### config.mk
export PLATFORM = sky130hd
export DESIGN_NAME = internet_scheduler
export DESIGN_NICKNAME = d
export VERILOG_FILES = /design/src/rtl/internet_scheduler.sv
export SDC_FILE = /design/constraint.sdc
export NUM_CORES = 1
export LEC_CHECK = 0
export CORE_UTILIZATION = 48
export DETAILED_ROUTE_END_ITERATION = 7
export HOLD_SLACK_MARGIN = 0.05
export PLACE_DENSITY = 0.78
export SYNTH_ARGS = -nofsm -noshare
export SYNTH_HDL_FRONTEND = slang
export SYNTH_SLANG_ARGS = --single-unit
### constraint.sdc
create_clock -name clk -period 4.5 [get_ports clk]
set_input_delay 0.45 -clock clk [delete_from_list [all_inputs] [get_ports clk]]
set_output_delay 0.45 -clock clk [all_outputs]
set_load 0.01 [all_outputs]
### src/rtl/internet_scheduler.sv
// internet_scheduler: round-robin time-slice arbiter for the shared internet
// link. Drives the demux Enable/Sel pair plus a one-hot grant copy and the
// remaining slice count. One idle guard cycle separates consecutive grants.
//
// state | meaning
// ------+---------------------------------------------------------------
// IDLE  | no grant; arbitrate on every edge
// GRANT | link routed to Sel; counting down the slice
// GUARD | single dead cycle after a grant; arbitrate at its closing edge
module internet_scheduler #(
  parameter int unsigned SLICE = 8
) (
  input  logic       clk,
  input  logic       reset,
  input  logic [3:0] Req,
  input  logic [3:0] Done,
  output logic       Enable,
  output logic [1:0] Sel,
  output logic [3:0] Grant,
  output logic [7:0] SliceLeft
);

  typedef enum logic [1:0] {IDLE, GRANT, GUARD} state_t;

  localparam logic [7:0] SLICE_LOAD = 8'(SLICE - 1);

  state_t     state;
  logic [1:0] last;
  logic [7:0] cnt;

  logic       win_valid;
  logic [1:0] winner;
  logic [1:0] cand;
  logic       grant_end;

  // Rotating priority: Last+1 first, Last itself last. Scanning from the
  // farthest offset down lets the nearest requester overwrite the result.
  always_comb begin
    winner    = last;
    cand      = '0;
    win_valid = |Req;
    for (int i = 3; i >= 1; i--) begin
      cand = last + 2'(i);
      if (Req[cand]) winner = cand;
    end
  end

  // Only the current holder's Req/Done bits can end its slice.
  always_comb begin
    grant_end = (cnt == 8'd0) || !Req[Sel] || Done[Sel];
  end

  // Scheduler FSM with registered outputs; Sel moves only when a grant starts.
  always_ff @(posedge clk or posedge reset) begin
    if (reset) begin
      state  <= IDLE;
      last   <= 2'd3;
      cnt    <= 8'd0;
      Enable <= 1'b0;
      Sel    <= 2'd0;
      Grant  <= 4'd0;
    end else begin
      case (state)
        IDLE, GUARD: begin
          if (win_valid) begin
            state  <= GRANT;
            Sel    <= winner;
            Grant  <= 4'b0001 << winner;
            Enable <= 1'b1;
            cnt    <= SLICE_LOAD;
          end else begin
            state  <= IDLE;
          end
        end
        GRANT: begin
          if (grant_end) begin
            state  <= GUARD;
            Enable <= 1'b0;
            Grant  <= 4'd0;
            cnt    <= 8'd0;
            last   <= Sel;
          end else begin
            cnt    <= cnt - 8'd1;
          end
        end
        default: begin
          state  <= IDLE;
          Enable <= 1'b0;
          Grant  <= 4'd0;
          cnt    <= 8'd0;
        end
      endcase
    end
  end

  assign SliceLeft = cnt;

endmodule
==> impl_metrics.json, run 1 <==
{
  "run_status": "complete, no violations",
  "synth_fa_ha_area_share_pct": 2.41,
  "grtUsageMet3_pct": 3.77,
  "synth_xor_area_share_pct": 1.69,
  "antenna_found_initial": 0,
  "syn_inst": 104,
  "cts_setup_buffers": 0,
  "ctsResizeCount": 0,
  "syn_area_per_cell_sq_um": 9.97,
  "start_kind": "input port",
  "die_w_microns": 48.5,
  "cts_buffers": 3,
  "hpwl_microns": 1640,
  "yosys_warnings": 0,
  "maxSlewHeadroom_pct": 52.2,
  "io_buffers": 24,
  "setup_violations": 0,
  "post-route-worst-setup-slack_ns": 2.53,
  "max-cap-violations": 0,
  "place_ws_ns": 2.22,
  "drc": 0,
  "crit_path_end_kind": "flip-flop",
  "area_growth_pct": 28.7,
  "synth_simple_gate_area_share_pct": 16.9,
  "coreArea_sq_um": 2000,
  "grt_use_total_pct": 20.8,
  "grt_pass1_wl_microns": 3790,
  "grt_util_met1_pct": 25.5,
  "routed_wl_microns": 2130,
  "finalCriticalPeriod_ns": 1.97,
  "path_delay_family": "multiplexers",
  "cts_buffer_depth": 2,
  "cp_cell_sequence": "clkdlybuf4s50_1 -> nor2b_1 -> mux4_2 -> a21oi_4 -> mux2_4",
  "path_max_fanout": 6,
  "clkSinkCount": 19,
  "p_per_area_nw_per_um2": 616,
  "insertedDiodeCount": 0,
  "busiest_layer": "met2",
  "use_met2_pct": 38.0,
  "cp_data_required_time_ns": 4.72,
  "clk_pin_slew_ns": 0.11,
  "final_antenna_net_count": 0,
  "die-area_sq_um": 2350,
  "vdd_drop_max_mv": 0.397,
  "rows": 16,
  "drtPass1Iterations": 4,
  "holdWs_ns": 0.525,
  "hold_viol": 0,
  "rsz0062_at_grt": "false",
  "ctsHoldBuffers": 0,
  "setup_tns_ns": 0,
  "tritoncts": "yes",
  "synth_top_family_by_area": "compound AO/OA/AOI/OAI gates",
  "dp_cells": 154,
  "min_path_type": "flip-flop to flip-flop",
  "ys_seq_area_share_pct": 46.1,
  "synth-compound-area-share_pct": 22.2,
  "tightest_slew_ns": 0.717,
  "cp_num_buf_inv": 1,
  "layout.nets": 144,
  "layout-drive-gt1-share_pct": 11.5,
  "cpPeakStageDelay_ns": 0.56,
  "p_leak_nw": 0.548,
  "cts_max_level": 1,
  "synth.distinct_cells": 38,
  "ys_ff_latch": 19,
  "drv_slew": 0,
  "synthMuxAreaShare_pct": 6.03,
  "start_util_pct": 51.8,
  "crit_arrival_ns": 2.19,
  "max_freq_ghz": 0.508,
  "cpMaxStageDelayCell": "mux4_2",
  "fin_cells": 158,
  "syn-num-nets": 116,
  "grt_max_degree": 20,
  "syn_area_sq_um": 1040,
  "finalClockSkew_ns": 0.00450,
  "die_y_microns": 48.5,
  "path_class": "input port to flip-flop",
  "grt_pass1_vias": 824,
  "num_io_pins": 25,
  "num_vias": 857,
  "clk_latency_ns": 0.29,
  "wl_per_cell_microns": 13.5,
  "overflow": 0,
  "period_share_pct": 43.7,
  "clockRootBuffer": "clkbuf_4",
  "gp_congestion": 0.869,
  "drt_iter0_markers": 14,
  "vias_per_cell": 5.42
}
## cell usage in the layout (no fill, tap or decap), drive strengths merged
cell,n
a21o,1
a21oi,8
a22oi,1
a31o,1
a31oi,1
a41oi,1
and2,1
clkbuf,3
clkdlybuf4s50,24
clkinv,1
dfrtp,17
dfstp,2
ha,2
inv,12
mux2,2
mux2i,1
mux4,1
nand2,8
nand2b,3
nand3,1
nor2,7
nor2b,5
nor3,1
nor4,1
nor4b,1
o2111ai,1
o211ai,2
o21a,1
o21ai,8
o22ai,2
o2bb2ai,2
o31ai,1
o32a,1
o32ai,1
or3,3
or4,1
xor2,2
## path summary, 6_finish.rpt
| path | from | endpoint | slack (ns) | cells after the start |
|---|---|---|---|---|
| setup / recovery | Req[3] | last[0]$_DFFE_PP1P_ | 2.53 | 5 |
| hold / removal | Grant[1]$_DFFE_PP0P_ | Grant[1]$_DFFE_PP0P_ | 0.53 | 2 |
| setup reg to reg | SliceLeft[0]$_DFFE_PP0P_ | Grant[3]$_DFFE_PP0P_ | 2.61 | 6 |
| hold reg to reg | Grant[1]$_DFFE_PP0P_ | Grant[1]$_DFFE_PP0P_ | 0.53 | 2 |
| max in group asynchronous | reset | state[1]$_DFFE_PP0P_ | 3.49 | 2 |
| min in group asynchronous | reset | SliceLeft[4]$_DFFE_PP0P_ | 0.56 | 2 |
## cells in the mapped netlist (all sizes together)
cell type	count	area, sq um
a31o	1	8.76
nand2	8	30.0
nor3	1	5.00
o31ai	1	7.51
o22ai	2	12.5
o32a	1	11.3
a41oi	1	8.76
o2111ai	1	8.76
nor4	1	6.26
mux4	1	22.5
and2	1	6.26
o2bb2ai	2	17.5
inv	12	45.0
dfstp	2	52.6
o211ai	2	15.0
ha	2	25.0
nor4b	1	8.76
a21o	1	7.51
o21a	1	7.51
or3	3	18.8
o32ai	1	8.76
clkbuf	1	3.75
mux2	2	30.0
or4	1	11.3
nand3	1	5.00
mux2i	1	10.0
nor2	7	33.8
a22oi	1	7.51
dfrtp	17	425
nand2b	3	18.8
nor2b	5	31.3
a31oi	1	6.26
xor2	2	17.5
o21ai	8	40.0
a21oi	8	62.6
## cell type report
cell class	instances	area, sq um
Timing Repair Buffer	24	240
Inverter	12	45.0
Clock buffer	3	22.5
Multi-Input combinational cell	72	510
Tap cell	27	33.8
Clock inverter	1	5.00
Fill cell	161	667
Sequential cell	19	478
## layer usage
metal  part of all wire (%)  vias to the layer above  wire [microns]
li1                       -                      422               -
met3                    4.4                        0              94
met5                      0                        -               0
met2                     51                       27            1100
met4                      0                        0               0
met1                     44                      408             941
## kinds of logic after synthesis
kind of cell    Yosys count
mux                       4
xor+xnor                  2
buf+inv                  13
compound gates           32
simple gates             32
flops                    19
fa+ha+maj                 2
## per-stage QoR
stage                     power (mW)  util [%]  area [sq um]
after floorplan                0.574         -          1040
after global placement         0.727      65.3          1310
after detailed placement       0.740      65.3          1310
after CTS                      0.829      66.7          1340
after global routing           0.889      66.7          1340
final                          0.822      66.7          1340
## worst min-delay path, cell delays in order (launching register included)
cell       delay (ns)
dfrtp_1          0.39
inv_1            0.05
o2bb2ai_1        0.05
## state kept, by name (all words and copies together) (netlist names)
register   flops
SliceLeft      8
Grant          4
Sel            2
last           2
state          2
Enable         1
## power breakdown
part           internal [mW]  total (mW)  switching (mW)
clock network         0.0330      0.0844          0.0514
registers              0.244       0.322          0.0780
logic                  0.214       0.416           0.202
total                  0.490       0.822           0.332
No activity file was read; power rests on OpenSTA's default activity.
==> inputs of run 2 (changes only) <==
--- a/config.mk
+++ b/config.mk
@@ -5,10 +5,10 @@
 export SDC_FILE = /design/constraint.sdc
 export NUM_CORES = 1
 export LEC_CHECK = 0
-export CORE_UTILIZATION = 48
+export CORE_UTILIZATION = 43
 export DETAILED_ROUTE_END_ITERATION = 7
 export HOLD_SLACK_MARGIN = 0.05
-export PLACE_DENSITY = 0.78
+export PLACE_DENSITY = 0.74
 export SYNTH_ARGS = -nofsm -noshare
 export SYNTH_HDL_FRONTEND = slang
 export SYNTH_SLANG_ARGS = --single-unit
==> constraint.sdc (replaced) <==
create_clock -name clk -period 1.8 [get_ports clk]
set_input_delay 0.18 -clock clk [delete_from_list [all_inputs] [get_ports clk]]
set_output_delay 0.18 -clock clk [all_outputs]
set_load 0.01 [all_outputs]
==> impl_metrics.json, run 2 (synthesis results as in run 1) <==
{
  "tightest_slew_ns": 0.500,
  "tritoncts": "yes",
  "cpMaxStageDelayCell": "dfrtp_1",
  "die_w_microns": 51.1,
  "drtPass1Iterations": 4,
  "clk_latency_ns": 0.30,
  "insertedDiodeCount": 0,
  "grt_pass1_vias": 921,
  "postLayoutCoreUtil_pct": 64.1,
  "die_y_microns": 51.1,
  "cp_data_required_time_ns": 1.97,
  "min_path_type": "input port to async pin",
  "crit_arrival_ns": 1.85,
  "post-route-worst-setup-slack_ns": 0.121,
  "sw_frac_of_total_pct": 39.4,
  "overflow": 0,
  "cpPeakStageDelay_ns": 0.39,
  "multi_input_area_sq_um": 517,
  "coreArea_sq_um": 2230,
  "final_cell_mix": "clkdlybuf4s50_1 (24), dfrtp_1 (17), inv_1 (12), buf_4 (12), nand2_1 (8)",
  "layout-drive-gt1-share_pct": 18.9,
  "hold_viol": 0,
  "antenna_found_initial": 0,
  "path_class": "flip-flop to flip-flop",
  "period_share_pct": 93.3,
  "max_freq_ghz": 0.596,
  "cts_buffer_depth": 2,
  "num_vias": 910,
  "cp_cell_sequence": "inv_1 -> ha_1 -> nor4b_2 -> a21oi_1 -> a21oi_4 -> o22ai_1",
  "start_util_pct": 46.4,
  "clk_pin_slew_ns": 0.11,
  "vias_per_cell": 5.32,
  "maxSlewHeadroom_pct": 66.6,
  "ctsHoldBuffers": 0,
  "grt_max_degree": 20,
  "clkSinkCount": 19,
  "drt_iter0_markers": 17,
  "grt_pass1_wl_microns": 4020,
  "path_max_fanout": 9,
  "power_frac_comb_pct": 54.8,
  "p_leak_nw": 0.606,
  "io_buffers": 24,
  "grt_use_total_pct": 20.9,
  "place_ws_ns": -0.169,
  "ctsResizeCount": 0,
  "drc": 0,
  "vdd_drop_max_mv": 0.848,
  "die-area_sq_um": 2610,
  "num_io_pins": 25,
  "setup_violations": 0,
  "finalCriticalPeriod_ns": 1.68,
  "clockRootBuffer": "clkbuf_4",
  "drv_slew": 0,
  "p_per_area_nw_per_um2": 1520,
  "area_growth_pct": 38.0,
  "cts_max_level": 1,
  "routed_wl_microns": 2280,
  "internal-power_mw": 1.32,
  "hpwl_microns": 1790,
  "regArea_sq_um": 478,
  "largest_register_ffs": 8,
  "cts_buffers": 3,
  "gp_congestion": 0.808,
  "finalClockSkew_ns": 0.00134,
  "crit_path_end_kind": "flip-flop",
  "final_common_cell": "clkdlybuf4s50_1",
  "cts_setup_buffers": 0,
  "fillCellCount": 195,
  "run_status": "complete, no violations",
  "p_seq_share_pct": 35.3,
  "rows": 17,
  "holdWs_ns": 0.185,
  "netSwitchingPower_mw": 0.855,
  "layout.nets": 156,
  "final_antenna_net_count": 0,
  "clockPowerShare_pct": 10.0,
  "wl_per_cell_microns": 13.3,
  "max-cap-violations": 0,
  "start_kind": "flip-flop"
}
==> run 2: cell types whose count changed in the layout (fill, tap and decap cells not counted), sizes merged <==
| cell | previous run | this run |
|---|---|---|
| buf | 0 | 12 |
| clkinv | 1 | 0 |
| clkbuf | 3 | 4 |
==> run 2: power by group through the flow <==
stage / clock [mW] / combinational [mW] / sequential, mW
finish: 0.217 / 1.19 / 0.765
global route: 0.240 / 1.30 / 0.794
global placement: 0 / 1.16 / 0.766
CTS: 0.228 / 1.19 / 0.763
floorplan: 0 / 0.627 / 0.808
detailed placement: 0 / 1.18 / 0.769
==> run 2: stage by stage <==
| stage | instance area (sq um) | instances | power [mW] | TNS, ns |
|---|---|---|---|---|
| finish | 1430 | 171 | 2.17 | 0 |
| global route | 1430 | 171 | 2.33 | -0.00263 |
| CTS | 1430 | 171 | 2.18 | 0 |
| detailed placement | 1400 | 167 | 1.95 | -1.52 |
| global placement | 1400 | 167 | 1.92 | -0.949 |
| floorplan | 1040 | 104 | 1.44 | 0 |
==> run 2: routing by layer <==
layer,vias up,track usage (%),wire (microns)
met5,-,0,0
met4,0,10.6,30
met3,4,3.27,70
met2,21,34.9,1130
met1,433,26.0,1050
li1,452,-,-
==> run 2: final timing paths <==
path / from / endpoint / slack (ns) / cells after the start
setup / recovery: SliceLeft[0]$_DFFE_PP0P_ / Grant[2]$_DFFE_PP0P_ / 0.12 / 6
hold / removal: reset / SliceLeft[3]$_DFFE_PP0P_ / 0.19 / 3
setup reg to reg: SliceLeft[0]$_DFFE_PP0P_ / Grant[2]$_DFFE_PP0P_ / 0.12 / 6
hold reg to reg: Grant[1]$_DFFE_PP0P_ / Grant[1]$_DFFE_PP0P_ / 0.53 / 2
max in group asynchronous: reset / last[1]$_DFFE_PP1P_ / 1.35 / 3
min in group clk: Grant[1]$_DFFE_PP0P_ / Grant[1]$_DFFE_PP0P_ / 0.53 / 2
==> run 2: cell type report <==
type                            instances  area share (%)
Clock buffer                            4            1.84
Inverter                               12            3.15
Sequential cell                        19            33.4
Timing Repair Buffer                   36            23.1
Multi-Input combinational cell         72            36.1
Tap cell                               28            2.45
==> run 2: worst max-delay path, delay by kind of cell (launching register included) <==
family,cells,cell delay (ns)
buf+inv,1,0.08
simple gates,1,0.28
fa+ha+maj,1,0.15
compound gates,3,0.64
flops,1,0.39
==> inputs of run 3 (changes only) <==
--- a/config.mk
+++ b/config.mk
@@ -5,10 +5,10 @@
 export SDC_FILE = /design/constraint.sdc
 export NUM_CORES = 1
 export LEC_CHECK = 0
-export CORE_UTILIZATION = 43
+export CORE_UTILIZATION = 35
 export DETAILED_ROUTE_END_ITERATION = 7
 export HOLD_SLACK_MARGIN = 0.05
-export PLACE_DENSITY = 0.74
+export SETUP_SLACK_MARGIN = 0.1
 export SYNTH_ARGS = -nofsm -noshare
 export SYNTH_HDL_FRONTEND = slang
 export SYNTH_SLANG_ARGS = --single-unit
==> impl_metrics.json, run 3 (synthesis results as in run 1) <==
{
  "ctsHoldBuffers": 0,
  "rsz0062_at_grt": "true",
  "place_ws_ns": -0.132,
  "period_share_pct": 89.2,
  "insertedDiodeCount": 0,
  "cpMaxStageDelayCell": "mux4_2",
  "postPlaceCellArea_sq_um": 1400,
  "layout.nets": 158,
  "clk_latency_ns": 0.31,
  "grt_max_degree": 20,
  "min_path_type": "input port to async pin",
  "finalCriticalPeriod_ns": 1.60,
  "die-area_sq_um": 3190,
  "tritoncts": "yes",
  "cp_data_required_time_ns": 2.05,
  "io_buffers": 24,
  "drv_slew": 0,
  "drt_iter0_markers": 14,
  "path_max_fanout": 5,
  "cts_buffer_depth": 2,
  "vdd_drop_max_mv": 0.950,
  "path_class": "flip-flop to flip-flop",
  "power_mw": 2.27,
  "p_leak_nw": 0.627,
  "die_w_microns": 56.4,
  "cpPeakStageDelay_ns": 0.61,
  "cp_num_buf_inv": 0,
  "run_status": "complete, no violations",
  "final_antenna_net_count": 0,
  "post-route-worst-setup-slack_ns": 0.195,
  "hold_viol": 0,
  "start_util_pct": 37.3,
  "antenna_found_initial": 0,
  "cp_cell_sequence": "mux4_2 -> a21oi_4 -> mux2_4",
  "cts_max_level": 1,
  "maxSlewHeadroom_pct": 67.3,
  "ff2ff_setup_slack_ns": 0.20,
  "coreArea_sq_um": 2780,
  "setup_violations": 0,
  "vias_per_cell": 5.20,
  "largest_register_ffs": 8,
  "overflow": 0,
  "clk_pin_slew_ns": 0.12,
  "rows": 19,
  "max-cap-violations": 0,
  "area_growth_pct": 43.2,
  "gp_congestion": 0.770,
  "holdWs_ns": 0.177,
  "num_io_pins": 25,
  "grt_pass1_vias": 956,
  "clockRootBuffer": "clkbuf_4",
  "routed_wl_microns": 2490,
  "hpwl_microns": 1850,
  "tightest_slew_ns": 0.489,
  "clkSinkCount": 19,
  "die_y_microns": 56.4,
  "finalClockSkew_ns": 0.0116,
  "path_delay_family": "multiplexers",
  "finalInstanceArea_sq_um": 1490,
  "drc": 0,
  "wl_per_cell_microns": 14.1,
  "cts_buffers": 3,
  "final_common_cell": "clkdlybuf4s50_1",
  "drtPass1Iterations": 4,
  "grt_use_total_pct": 17.4,
  "final_cell_mix": "clkdlybuf4s50_1 (24), dfrtp_1 (17), buf_4 (13)",
  "start_kind": "flip-flop",
  "grt_pass1_wl_microns": 4260,
  "crit_arrival_ns": 1.86,
  "postLayoutCoreUtil_pct": 53.4,
  "p_per_area_nw_per_um2": 1530,
  "max_freq_ghz": 0.623,
  "num_vias": 915,
  "layout-drive-gt1-share_pct": 22.8,
  "crit_path_end_kind": "flip-flop"
}
[run 3: cell types whose count changed in the layout (fill, tap and decap cells not counted)]
cell,delta
a21oi_2,+1
nand2_2,+1
a21oi_1,-1
buf_4,+1
nor4_1,-1
nor4b_4,+1
nor4b_2,-1
clkinv_2,+1
buf_12,+1
clkbuf_1,-1
nor4_2,+1
nand2_1,-1
[run 3: stage by stage]
stage	cells	TNS (ns)
finish	176	0
global route	176	0
CTS	176	0
detailed placement	170	-1.08
global placement	170	-0.868
floorplan	104	0
[run 3: worst register-to-register path, cell delays in order (launching register included)]
cell and delay [ns]:
dfrtp_1 0.40, mux4_2 0.61, a21oi_4 0.23, mux2_4 0.31
[run 3: final timing paths]
path,startpoint,endpoint,depth (start not counted)
worst min register to register,Grant[3]$_DFFE_PP0P_,Grant[3]$_DFFE_PP0P_,2
min in group clk,Grant[3]$_DFFE_PP0P_,Grant[3]$_DFFE_PP0P_,2
worst max register to register,Sel[0]$_DFFE_PP0P_,last[1]$_DFFE_PP1P_,3
max in group asynchronous,reset,last[1]$_DFFE_PP1P_,3
worst min-delay path,reset,Sel[0]$_DFFE_PP0P_,3
worst max-delay path,Sel[0]$_DFFE_PP0P_,last[1]$_DFFE_PP1P_,3
[run 3: repair_timing]
item | CTS | global route
gates cloned | 0 | 0
setup buffers | 2 | 0
gates resized for setup | 1 | 4
pin swaps | 1 | 1
setup endpoints to repair | 11 | 15
[run 3: power by group]
group	switching [mW]	internal [mW]	total, mW	leakage, nW
sequential	0.164	0.609	0.773	0.239
combinational	0.600	0.677	1.28	0.370
clock	0.142	0.0831	0.225	0.0177
total	0.906	1.37	2.27	0.627
[run 3: per-layer routing]
metal / up-vias / global-route usage [%] / share of wire (%)
li1: 453 / - / -
met3: 5 / 3.23 / 3.9
met2: 24 / 29.4 / 47
met4: 0 / 7.67 / 1.9
met1: 433 / 21.4 / 47
met5: - / 0 / 0
[run 3: area by class of cell]
type | count | area (sq um)
Timing Repair Buffer | 38 | 358
Tap cell | 31 | 38.8
Clock buffer | 3 | 22.5
Fill cell | 261 | 1300
Multi-Input combinational cell | 72 | 538
Sequential cell | 19 | 478
Inverter | 12 | 45.0
Clock inverter | 1 | 5.00
